**config.mk**
```make
export PLATFORM = sky130hd
export DESIGN_NAME = branch_rho
export DESIGN_NICKNAME = d
export VERILOG_FILES = /design/src/rtl/branch_pkg.sv /design/src/rtl/branch_chan_fifo.sv /design/src/rtl/branch_rho.sv
export SDC_FILE = /design/constraint.sdc
export NUM_CORES = 1
export LEC_CHECK = 0
export CAP_MARGIN = 10
export CORE_ASPECT_RATIO = 2
export CORE_MARGIN = 10
export CORE_UTILIZATION = 44
export CTS_BUF_LIST = sky130_fd_sc_hd__clkbuf_4 sky130_fd_sc_hd__clkbuf_8
export CTS_CLUSTER_SIZE = 10
export DETAILED_ROUTE_END_ITERATION = 10
export GPL_ROUTABILITY_DRIVEN = 0
export GPL_TIMING_DRIVEN = 0
export PLACE_DENSITY = 0.61
export SLEW_MARGIN = 0
export SYNTH_ARGS = -nofsm -noshare
export SYNTH_HDL_FRONTEND = slang
export SYNTH_HIERARCHICAL = 1
export SYNTH_SLANG_ARGS = --single-unit
```
**constraint.sdc**
```tcl
create_clock -name clk -period 4.7 [get_ports clk]
set_clock_uncertainty 0.1 [all_clocks]
set_input_delay 0.94 -clock clk [delete_from_list [all_inputs] [get_ports clk]]
set_output_delay 0.94 -clock clk [all_outputs]
set_load 0.05 [all_outputs]
```
**src/rtl/branch_pkg.sv**
```systemverilog
// Shared types for the branch fan-out stage.
package branch_pkg;

    // Routing mode applied to the beat being accepted.
    typedef enum logic [1:0] {
        MODE_BCAST = 2'd0,
        MODE_RR    = 2'd1,
        MODE_MASK  = 2'd2,
        MODE_RSVD  = 2'd3
    } branch_mode_e;

endpackage

```
**src/rtl/branch_chan_fifo.sv**
```systemverilog
// Per-channel output FIFO with a registered head.
// The head register keeps the last popped value while the FIFO is empty.
module branch_chan_fifo #(
    parameter int WIDTH = 32,
    parameter int DEPTH = 4
) (
    input  logic             clk,
    input  logic             rst,
    input  logic             push,
    input  logic [WIDTH-1:0] push_data,
    input  logic             out_ready,
    output logic             out_valid,
    output logic [WIDTH-1:0] out_data,
    output logic             full,
    output logic             empty
);

    localparam int PTR_W = $clog2(DEPTH);
    localparam int CW    = $clog2(DEPTH + 1);

    logic [WIDTH-1:0] mem_q [DEPTH];
    logic [PTR_W-1:0] wr_ptr_q, wr_ptr_d;
    logic [PTR_W-1:0] rd_ptr_q, rd_ptr_d;
    logic [PTR_W-1:0] rd_next;
    logic [CW-1:0]    count_q, count_d;
    logic [WIDTH-1:0] head_q, head_d;
    logic             do_push;
    logic             do_pop;

    // Full/empty come from the registered count only: a pop never frees room
    // for a push in the same cycle.
    assign full      = (count_q == CW'(DEPTH));
    assign empty     = (count_q == '0);
    assign do_push   = push && !full;
    assign do_pop    = out_ready && !empty;
    assign rd_next   = rd_ptr_q + 1'b1;
    assign out_valid = !empty;
    assign out_data  = head_q;

    // Next pointers, occupancy and head value.
    always_comb begin
        wr_ptr_d = wr_ptr_q;
        rd_ptr_d = rd_ptr_q;
        count_d  = count_q;
        head_d   = head_q;
        if (do_push) begin
            wr_ptr_d = wr_ptr_q + 1'b1;
        end
        if (do_pop) begin
            rd_ptr_d = rd_next;
        end
        case ({do_push, do_pop})
            2'b10:   count_d = count_q + 1'b1;
            2'b01:   count_d = count_q - 1'b1;
            default: count_d = count_q;
        endcase
        // Head tracks the oldest entry; with nothing left it keeps the popped beat.
        if (do_pop) begin
            if (count_q > CW'(1)) begin
                head_d = mem_q[rd_next];
            end else if (do_push) begin
                head_d = push_data;
            end
        end else if (empty && do_push) begin
            head_d = push_data;
        end
    end

    // Storage array, written at the tail; never reset, only head is visible.
    always_ff @(posedge clk) begin
        if (do_push) begin
            mem_q[wr_ptr_q] <= push_data;
        end
    end

    // Control state and head register.
    always_ff @(posedge clk) begin
        if (rst) begin
            wr_ptr_q <= '0;
            rd_ptr_q <= '0;
            count_q  <= '0;
            head_q   <= '0;
        end else begin
            wr_ptr_q <= wr_ptr_d;
            rd_ptr_q <= rd_ptr_d;
            count_q  <= count_d;
            head_q   <= head_d;
        end
    end

endmodule

```
**src/rtl/branch_rho.sv**
```systemverilog
// N-way branch stage: one valid/ready input fanned out to NUM_OUT buffered
// channels with broadcast, round-robin or mask routing per beat.
module branch_rho
    import branch_pkg::*;
#(
    parameter int WIDTH   = 32,
    parameter int NUM_OUT = 4,
    parameter int DEPTH   = 4,
    parameter int CNT_W   = 16
) (
    input  logic                       clk,
    input  logic                       rst,
    input  logic [1:0]                 mode,
    input  logic [NUM_OUT-1:0]         mask,
    input  logic                       in_valid,
    output logic                       in_ready,
    input  logic [WIDTH-1:0]           in_data,
    output logic [NUM_OUT-1:0]         out_valid,
    input  logic [NUM_OUT-1:0]         out_ready,
    output logic [NUM_OUT*WIDTH-1:0]   out_data,
    output logic [$clog2(NUM_OUT)-1:0] rr_ptr,
    output logic [CNT_W-1:0]           accept_cnt
);

    localparam int RR_W = $clog2(NUM_OUT);
    localparam logic [RR_W-1:0] RR_LAST = RR_W'(NUM_OUT - 1);

    branch_mode_e       mode_e;
    logic [NUM_OUT-1:0] target;
    logic [NUM_OUT-1:0] chan_full;
    logic [NUM_OUT-1:0] chan_empty;
    logic [NUM_OUT-1:0] chan_ok;
    logic [NUM_OUT-1:0] chan_push;
    logic               accept;
    logic [RR_W-1:0]    rr_ptr_q, rr_ptr_d;
    logic [CNT_W-1:0]   accept_cnt_q, accept_cnt_d;

    assign mode_e = branch_mode_e'(mode);

    // Decode the target set for the beat currently offered.
    always_comb begin
        target = '0;
        case (mode_e)
            MODE_BCAST: target = '1;
            MODE_RR:    target[rr_ptr_q] = 1'b1;
            MODE_MASK:  target = mask;
            default:    target = '0;
        endcase
    end

    // A beat is taken only when every targeted channel has room, so the
    // broadcast is all-or-nothing; an empty target set holds the beat upstream.
    assign in_ready = !rst && (target != '0) && (&chan_ok);
    assign accept   = in_valid && in_ready;

    generate
        for (genvar gi = 0; gi < NUM_OUT; gi++) begin : g_chan
            assign chan_ok[gi]   = !target[gi] || !chan_full[gi];
            assign chan_push[gi] = accept && target[gi];

            branch_chan_fifo #(
                .WIDTH (WIDTH),
                .DEPTH (DEPTH)
            ) u_fifo (
                .clk       (clk),
                .rst       (rst),
                .push      (chan_push[gi]),
                .push_data (in_data),
                .out_ready (out_ready[gi]),
                .out_valid (out_valid[gi]),
                .out_data  (out_data[gi*WIDTH +: WIDTH]),
                .full      (chan_full[gi]),
                .empty     (chan_empty[gi])
            );
        end
    endgenerate

    // Round-robin pointer advances only on round-robin accepts; counter on every accept.
    always_comb begin
        rr_ptr_d     = rr_ptr_q;
        accept_cnt_d = accept_cnt_q;
        if (accept) begin
            accept_cnt_d = accept_cnt_q + 1'b1;
            if (mode_e == MODE_RR) begin
                rr_ptr_d = (rr_ptr_q == RR_LAST) ? '0 : rr_ptr_q + 1'b1;
            end
        end
    end

    // Status registers.
    always_ff @(posedge clk) begin
        if (rst) begin
            rr_ptr_q     <= '0;
            accept_cnt_q <= '0;
        end else begin
            rr_ptr_q     <= rr_ptr_d;
            accept_cnt_q <= accept_cnt_d;
        end
    end

    assign rr_ptr     = rr_ptr_q;
    assign accept_cnt = accept_cnt_q;

endmodule

```
==> results of run 1 <==
-- power by group through the flow --
stage                     clock network (uW)  registers (uW)  logic, uW
after floorplan                            0            8140       1930
after global placement                     0            7310       4180
after detailed placement                   0            7320       4250
after CTS                               4870            7200       4270
after global routing                    5110            7230       4520
final                                   4760            7200       4240
-- flip-flops by register name, indices dropped and copies added (netlist names) --
register                count
accept_cnt                 16
g_chan.u_fifo/count_q      12
g_chan.u_fifo/mem_q       512
g_chan.u_fifo/out_data    128
g_chan.u_fifo/rd_ptr_q      8
g_chan.u_fifo/wr_ptr_q      8
rr_ptr                      2
-- cells in the mapped netlist (4+ instances only) --
master	n	share of area [%]
a21oi_2	4	0.13
nand3_1	10	0.18
mux4_2	128	11
and2_1	21	0.48
nor3_1	132	2.4
inv_2	9	0.12
edfxtp_1	512	56
o21ai_0	7	0.13
or2_1	4	0.092
buf_2	51	0.94
dfxtp_1	174	13
ha_1	41	1.9
nand4_1	5	0.11
buf_4	28	0.77
nand2b_1	6	0.14
a21boi_2	4	0.17
and3_1	4	0.092
o41ai_1	4	0.13
or3_1	6	0.14
xor2_1	12	0.39
xnor2_1	8	0.26
a311oi_1	128	4.1
a21oi_1	23	0.42
nor2_1	41	0.56
a21boi_1	4	0.11
a211oi_1	5	0.14
clkbuf_1	35	0.48
inv_1	27	0.37
mux2i_1	4	0.15
nand2_1	263	3.6
o31ai_1	11	0.30
nor2b_4	4	0.20
or4_1	11	0.30
o21ai_2	4	0.13
-- worst min-delay path, delay by kind of cell (launching register included) --
kind | cells | cell delay, ns
flip-flops | 1 | 0.30
AO/OA/AOI/OAI | 1 | 0.07
AND/OR/NAND/NOR | 1 | 0.05
-- cell usage in the layout, fill, tap and decap left out, types with 5 or more instances in the layout --
cell / count
nand2b_1: 6
dfxtp_1: 174
buf_2: 51
clkbuf_1: 35
buf_12: 10
a21oi_1: 23
o31ai_1: 11
nand3_1: 10
inv_2: 9
and2_1: 5
or4_1: 11
or3_1: 6
nand2_1: 263
and2_2: 14
nand4_1: 5
clkbuf_8: 102
buf_4: 28
clkinv_1: 14
xnor2_1: 8
nor2_1: 41
clkbuf_4: 44
inv_1: 27
ha_1: 41
clkinv_2: 12
xor2_1: 12
a311oi_1: 128
nor3_1: 131
edfxtp_1: 512
clkdlybuf4s50_1: 193
o21ai_0: 7
mux4_2: 128
a211oi_1: 5
-- final timing paths --
check,cells after the start,start,slack (ns),to
worst min-delay path,2,g_chan[1].u_fifo/out_data[30]$_SDFFE_PP0P_,0.38,g_chan[1].u_fifo/out_data[30]$_SDFFE_PP0P_
worst min register to register,2,g_chan[1].u_fifo/out_data[30]$_SDFFE_PP0P_,0.38,g_chan[1].u_fifo/out_data[30]$_SDFFE_PP0P_
worst max-delay path,8,mode[1],0.11,in_ready
worst max register to register,10,g_chan[3].u_fifo/count_q[0]$_SDFFE_PP0P_,0.28,g_chan[2].u_fifo/mem_q[1][21]$_DFFE_PP_
-- per-stage QoR --
step                      util, %  cells  hold slack, ns
after floorplan                 -   1753           0.415
after global placement       48.9   2733           0.363
after detailed placement     49.5   2747           0.379
after CTS                    52.7   2929           0.387
after global routing         52.7   2930           0.409
final                        52.7   2930           0.379
-- cell type report --
class                   instances  area, um2  area share (%)
flip-flops and latches        686      18900            58.0
multi-input cells             915       7680            23.6
repair buffers                208       2250            6.93
clock buffers                 146       1730            5.33
well taps                     786        983            3.02
plain buffers                 116        612            1.88
clock inverters                36        259           0.797
inverters                      36        135           0.416
diodes                          1       2.50         0.00770
-- layer usage --
layer	share of wire [%]	vias to the layer above
li1	-	7469
met1	38	8548
met2	52	653
met3	7.0	137
met4	3.2	0
met5	0	-
-- kinds of logic after synthesis --
kind of cell | synth area share (%)
and+or+nand+nor | 8.63
buffers and inverters | 2.74
xor gates and xnor gates | 0.643
DFF | 69.2
muxes | 10.7
adders and majority gates | 1.88
AOI/OAI and AO/OA | 6.18
-- timing repair --
item | in CTS | in global routing
hold endpoints to repair | 0 | 0
setup endpoints to repair | 1 | 225
resized for setup | 1 | 5
==> summary.md, run 1 <==
| Metric | Value |
|---|---|
| Outcome | complete, no violations |
| Critical Path, Cell by Cell | clkdlybuf4s50_1 -> inv_1 -> a2bb2oi_1 -> a221o_2 -> buf_2 -> buf_2 -> nor2_1 -> clkdlybuf4s15_1 |
| M3 GR Usage | 4.07% |
| Setup slack after layout | around 0.11 ns |
| Cell Pwr Density | 498 nW/um2 |
| Number of port buffers | between 150 and 200 |
| Clock-pin transition on the worst setup and hold timing paths | around 0.05 ns |
| Switching Power | roughly 5300 uW |
| Die Height | around 370 um |
| Number of I/O pins | 196 |
| Final Setup Violations | 0 |
| Register share of total power | between 40 and 50% |
| Overall Power | approximately 16000 uW |
| Dpl hpwl | 49.3 mm |
| Post-CTS setup buffer count | 0 |
| DP Area | approximately 30000 um2 |
| Post-Place Worst Slack | -0.647 ns |
| Final Critical Period | 4.59 ns |
| Initial antenna violation count | 1 |
| Vias | ~17000 |
| Sequential element share of the synthesized area | 69.2% |
| Met1 global-route usage | a little under a quarter |
| Crit Path Class | in2out |
| GRT Max-Usage Layer | met2 |
| Clk Latency, worst-skew pair | 0.69 ns |
| CTS tree | yes |
| Hold WC Path Type | reg2reg |
| Syn. warnings | 6 |
| Leak Pwr | around 0.010 uW |
| Post-DRT Antenna Nets | 0 |
| First-pass GRT wire length | 109 mm |
| Critical path arrival | ~3.6 ns |
| Fin nets | 2145 |
| Switching portion of total power | ~33% |
| Yosys cell types | between 50 and 60 |
| DR iter-0 viols | between 1000 and 1500 |
| CP Launch Type | primary input |
| Total clock buffers created by CTS | 96 |
| Final cycle utilization of the critical path | between 90% and 100% |
| Final hold vios | 0 |
| Clock buffer depth | 3 |
| Routed WL | 72.8 mm |
| Max incr delay on CP | between 0.6 and 0.7 ns |
| Critical path peak fanout | 10 |
| Overall die width | slightly below 200 um |
| CTS root buf | clkbuf_8 |
| Synth Net Count | about 1800 |
| Post-synth EDFFs | slightly above 500 |
| Max-slew violation count | 0 |
| Total die area | around 73000 um2 |
| Slowest CP cell | clkdlybuf4s50_1 |
| CP endpoint kind | primary output |
| Starting Density | 44.2% |
| Most used cell, CP | buf_2 |
| FF+latch count, synth | just under 700 |
| Worst path bufs/invs | 5 |
| Share of flip-flops with an asynchronous set or reset | 0% |
| Layout area overhead | 19.3% |
| Setup_tns | 0 ns |
| Share of cells above drive strength 1 | a little over 20% |
| Slew HR | a little under a quarter |
| Post-Syn Area | around 27000 um2 |
| Largest net degree at the start of global routing | 33 |
| Vias per inst | between 5 and 6 |
| Filler cell count | around 5100 |
| GRT Overall Usage | 19.7% |
| Clk pwr share | between 20% and 30% |
| Slew @ Worst Pin | ~1.2 ns |
| WL per Instance | roughly 25 um |
| Crit path max-delay family | buffers and inverters |
| Core box area | about 62000 um2 |
| MaxCap Viol Count | 0 |
| Max VDD drop | 299 uV |
| Synthesized area per cell | between 15 and 20 um2 |
| Drt pass-1 iters | 5 |
| Comb pwr share | roughly a quarter |
| Cell Rows | 129 |
| GR Util met2 | about a third |
| Top_reg_cell synth | edfxtp_1 |
| Int Power | between 10000 and 15000 uW |
| # hold bufs at CTS | 0 |
| Design area | between 30000 and 40000 um2 |
| Data required, critical path | around 3.7 ns |
| Vias in the first global route | 17700 |
| CTS H-Tree Depth | 3 |
| Sink Count | roughly 700 |
| Mapped Cells | between 1500 and 2000 |
| DRC viols | 0 |
| Total global routing overflow | 0 |
| RSZ-0062 raised after global routing | true |
| Fmax | around 220 MHz |
No activity file was read; power rests on OpenSTA's default activity.
==> run 2: changes to the inputs <==
Settings changed: SLEW_MARGIN 0 to 20.
==> summary.md, run 2 (same netlist as run 1, synthesis figures left out) <==
| Metric | Value |
|---|---|
| Outcome | complete, no violations |
| MaxCap Viol Count | 0 |
| Post-DRT Antenna Nets | 0 |
| Routed WL | 72.9 mm |
| Setup_tns | 0 ns |
| Final Setup Violations | 0 |
| Slowest CP cell | clkdlybuf4s50_1 |
| Core box area | about 62000 um2 |
| Data required, critical path | 3.66 ns |
| Max-slew violation count | 0 |
| Starting Density | 44.2% |
| Cell Rows | roughly 130 |
| Hold WC Path Type | reg2reg |
| Slew HR | roughly 26% |
| GRT Overall Usage | 19.6% |
| Final cycle utilization of the critical path | 97.3% |
| Number of I/O pins | about 200 |
| Layout area overhead | 19.6% |
| Final Core Density | a little over half |
| Final Critical Period | between 4 and 5 ns |
| CTS tree | yes |
| Commonest non-fill, non-tap cell in the layout | edfxtp_1 |
| Share of cells above drive strength 1 | 20.3% |
| Sink Count | ~690 |
| Design area | between 30000 and 40000 um2 |
| Most frequent cells in the layout | edfxtp_1 (512), nand2_1 (263), clkdlybuf4s50_1 (193), dfxtp_1 (174), nor3_1 (130) |
| Biggest register | g_chan.u_fifo/mem_q |
| Final hold vios | 0 |
| Most used cell, CP | buf_2 |
| Total global routing overflow | 0 |
| WL per Instance | approximately 25 um |
| Placed Cells incl. Taps | 2749 |
| Vias | approximately 17000 |
| Largest net degree at the start of global routing | 26 |
| Initial antenna violation count | 2 |
| First-pass GRT wire length | around 110 mm |
| Fmax | 219 MHz |
| Max reg flops | just over 500 |
| Die Height | ~370 um |
| Filler cell count | roughly 5000 |
| Vias in the first global route | approximately 18000 |
| Cell Pwr Density | 500 nW/um2 |
| Number of port buffers | between 150 and 200 |
| Fin nets | 2145 |
| CTS root buf | clkbuf_8 |
| Critical Path, Cell by Cell | clkdlybuf4s50_1 -> inv_1 -> a2bb2oi_1 -> a221o_1 -> buf_2 -> buf_2 -> nor2_1 -> dlygate4sd2_1 |
| Total die area | about 73000 um2 |
| Clk Latency, worst-skew pair | slightly below 0.7 ns |
| CP endpoint kind | primary output |
| Post-Place Worst Slack | -0.658 ns |
| Critical path arrival | about 3.5 ns |
| DR iter-0 viols | between 1000 and 1500 |
| Clock buffer depth | 3 |
| Vias per inst | around 5.7 |
| Post-CTS setup buffer count | 0 |
| Worst path bufs/invs | 5 |
| CP Launch Type | primary input |
| Leak Pwr | between 0.01 and 0.015 uW |
| Max incr delay on CP | around 0.59 ns |
| Crit Path Class | in2out |
| Crit path max-delay family | buffers and inverters |
| CTS H-Tree Depth | 3 |
| # hold bufs at CTS | 0 |
| Drt pass-1 iters | 7 |
| Slew @ Worst Pin | roughly 1.1 ns |
| Max VDD drop | 317 uV |
| Final cell count without fillers | roughly 2900 |
| Total clock buffers created by CTS | 94 |
| Clock-pin transition on the worst setup and hold timing paths | approximately 0.06 ns |
| DRC viols | 0 |
| Setup slack after layout | 0.128 ns |
| Overall die width | slightly below 200 um |
| Dpl hpwl | between 40 and 50 mm |
| DP Area | around 31000 um2 |
| Critical path peak fanout | 10 |
==> run 2: layout make-up <==
class,instances,area (um2),share of cell area (%)
well taps,786,983,3.02
multi-input cells,915,7680,23.6
repair buffers,210,2290,7.03
inverters,36,135,0.415
plain buffers,116,612,1.88
clock inverters,50,415,1.27
clock buffers,128,1610,4.95
diodes,1,2.50,0.00768
flip-flops and latches,686,18900,57.9
==> run 2: metrics by stage <==
| stage | hold slack (ns) | total power, uW |
|---|---|---|
| final | 0.382 | 16300 |
| after global routing | 0.406 | 17000 |
| after CTS | 0.386 | 16400 |
| after detailed placement | 0.377 | 11600 |
| after global placement | 0.363 | 11500 |
| after floorplan | 0.415 | 10100 |
==> run 2: worst min-delay path: stages (launching register included) <==
cell and delay, ns:
dfxtp_1 0.31, nand2_1 0.05, a311oi_1 0.07
==> run 2: worst paths after layout <==
| path | slack, ns | from | endpoint | cells after the start |
|---|---|---|---|---|
| setup reg to reg | 0.43 | g_chan[3].u_fifo/count_q[0]$_SDFFE_PP0P_ | g_chan[0].u_fifo/mem_q[1][16]$_DFFE_PP_ | 10 |
| hold / removal | 0.38 | g_chan[3].u_fifo/out_data[30]$_SDFFE_PP0P_ | g_chan[3].u_fifo/out_data[30]$_SDFFE_PP0P_ | 2 |
| setup / recovery | 0.13 | mode[1] | in_ready | 8 |
| hold reg to reg | 0.38 | g_chan[3].u_fifo/out_data[30]$_SDFFE_PP0P_ | g_chan[3].u_fifo/out_data[30]$_SDFFE_PP0P_ | 2 |
==> run 2: repair_timing <==
action | CTS | global route
pin swaps | 0 | 0
resized for setup | 1 | 2
gates cloned | 0 | 0
setup endpoints to repair | 1 | 127
==> run 2: metal layers <==
layer  track usage [%]  routed length, um  up-vias
li1                  -                  -     7472
met1              22.9              28400     8574
met2              35.1              38000      587
met3              3.83               4520      105
met4              6.98               1970        2
met5                 0                 12        -
==> run 2: power by group <==
part           total [uW]  internal (uW)  switching [uW]
Sequential           7200           6910             292
Combinational        4240           1500            2740
Clock                4860           2590            2270
==> run 3: changes to the inputs <==
Settings changed: CORE_UTILIZATION 44 to 61, CTS_BUF_LIST sky130_fd_sc_hd__clkbuf_4 sky130_fd_sc_hd__clkbuf_8 to sky130_fd_sc_hd__clkbuf_8, PLACE_DENSITY 0.61 to 0.8.
==> summary.md, run 3 (same netlist as run 1, synthesis figures left out) <==
| Metric | Value |
|---|---|
| CP endpoint kind | primary output |
| Min-delay src | accept_cnt[15]$_SDFFE_PP0P_ |
| Final Critical Period | 4.54 ns |
| Setup slack after layout | roughly 0.16 ns |
| First-pass GRT wire length | slightly above 100 mm |
| Setup_tns | 0 ns |
| Dpl hpwl | about 47 mm |
| Max reg flops | 512 |
| Crit path from | mode[1] |
| Cell Rows | between 100 and 150 |
| Total clock buffers created by CTS | 88 |
| Commonest non-fill, non-tap cell in the layout | edfxtp_1 |
| Share of cells above drive strength 1 | between 10% and 20% |
| Slew HR | roughly 28% |
| Clock-pin transition on the worst setup and hold timing paths | about 0.070 ns |
| Cell Pwr Density | ~490 nW/um2 |
| Most frequent cells in the layout | edfxtp_1 (512), nand2_1 (263), clkdlybuf4s50_1 (193), dfxtp_1 (174), nor3_1 (131) |
| Clock buffer depth | 3 |
| RSZ-0062 raised after global routing | false |
| Vias per inst | ~6.4 |
| Number of I/O pins | between 150 and 200 |
| Data required, critical path | roughly 3.7 ns |
| # hold bufs at CTS | 0 |
| DRC viols | 0 |
| Final hold vios | 0 |
| Critical path arrival | 3.50 ns |
| Overall Power | around 16000 uW |
| Biggest register | g_chan.u_fifo/mem_q |
| Overall die width | ~170 um |
| CP Launch Type | primary input |
| Post-DRT Antenna Nets | 0 |
| Final cell count without fillers | 2684 |
| Vias in the first global route | around 18000 |
| DR iter-0 viols | roughly 1700 |
| Post-Place Worst Slack | -0.537 ns |
| Die Height | approximately 320 um |
| Slew @ Worst Pin | 1.08 ns |
| Hold WC Path Type | reg2reg |
| Outcome | complete, no violations |
| Critical path peak fanout | 10 |
| Starting Density | 61.7% |
| Max-slew violation count | 0 |
| Placed Cells incl. Taps | approximately 2500 |
| Clk Latency, worst-skew pair | between 0.6 and 0.7 ns |
| CTS H-Tree Depth | 3 |
| Leak Pwr | 0.0102 uW |
| Layout area overhead | 17.2% |
| Total die area | 54000 um2 |
| Vias | around 17000 |
| CTS tree | yes |
| Core box area | 44200 um2 |
| Number of port buffers | about 190 |
| Fin nets | around 2100 |
| WL per Instance | between 20 and 30 um |
| Crit Path Class | in2out |
| Largest net degree at the start of global routing | 25 |
| Routed WL | between 60 and 70 mm |
| Final Setup Violations | 0 |
| Sink Count | between 600 and 700 |
| GRT Overall Usage | ~25% |
| Final cycle utilization of the critical path | a little over nine tenths |
| MaxCap Viol Count | 0 |
| Total global routing overflow | 0 |
| Drt pass-1 iters | 6 |
| Max VDD drop | 361 uV |
| Initial antenna violation count | 2 |
| Final Core Density | 72.3% |
| Fmax | 220 MHz |
| Worst R2R Start | g_chan[3].u_fifo/count_q[0]$_SDFFE_PP0P_ |
| CTS root buf | clkbuf_8 |
run 3: cell types whose count changed in the layout (fill, tap and decap cells not counted), moves of 2 or more:
cell       change
clkinv_2      -10
inv_1         +34
bufinv_16      -6
clkbuf_8       -2
clkbuf_4      -24
clkinv_1       -5
inv_6          +2
run 3: what timing repair did:
item	4_1_cts	5_1_grt
buffers inserted	0	0
gates resized for setup	1	2
endpoints found under the setup margin	1	2
run 3: worst paths after layout:
path	cells after the start	to	slack [ns]
max reg2reg	12	g_chan[2].u_fifo/count_q[2]$_SDFFE_PP0P_	0.39
max	8	in_ready	0.16
min	2	accept_cnt[15]$_SDFFE_PP0P_	0.39
min reg2reg	2	accept_cnt[15]$_SDFFE_PP0P_	0.39
run 3: metrics by stage:
| step | hold WS, ns | area [um2] |
|---|---|---|
| 2_1_floorplan | 0.415 | 27300 |
| 3_3_place_gp | 0.360 | 29900 |
| 3_5_place_dp | 0.379 | 30300 |
| 4_1_cts | 0.388 | 31900 |
| 5_1_grt | 0.412 | 32000 |
| 6_report | 0.388 | 32000 |
run 3: where the power goes:
| group | switching, uW | internal (uW) | total, uW |
|---|---|---|---|
| Clock | 2160 | 2000 | 4150 |
| Combinational | 2720 | 1500 | 4220 |
| Sequential | 294 | 6900 | 7200 |
| Total | 5170 | 10400 | 15600 |
run 3: area by class of cell:
cell class                 count  area (um2)
clock buffer                 102        1400
buffer                       116         612
inverter                      36         135
antenna                        2        5.00
fill                        2716       12200
clock inverter                62         279
tap                          555         694
timing repair buffer         210        2290
multi-input combinational    915        7670
sequential                   686       18900
run 3: worst max-delay path, cell delays in order:
cell	delay, ns
clkdlybuf4s50_1	0.57
inv_1	0.14
a2bb2oi_1	0.21
a221o_2	0.45
buf_2	0.21
buf_2	0.21
nor2_1	0.19
dlygate4sd2_1	0.56
run 3: routing by layer:
layer	wire (um)	track usage [%]	vias to the layer above
met2	35100	42.1	963
met1	23900	29.0	8571
met5	0	0	-
met4	3550	13.8	0
met3	5730	4.80	215
li1	-	-	7462
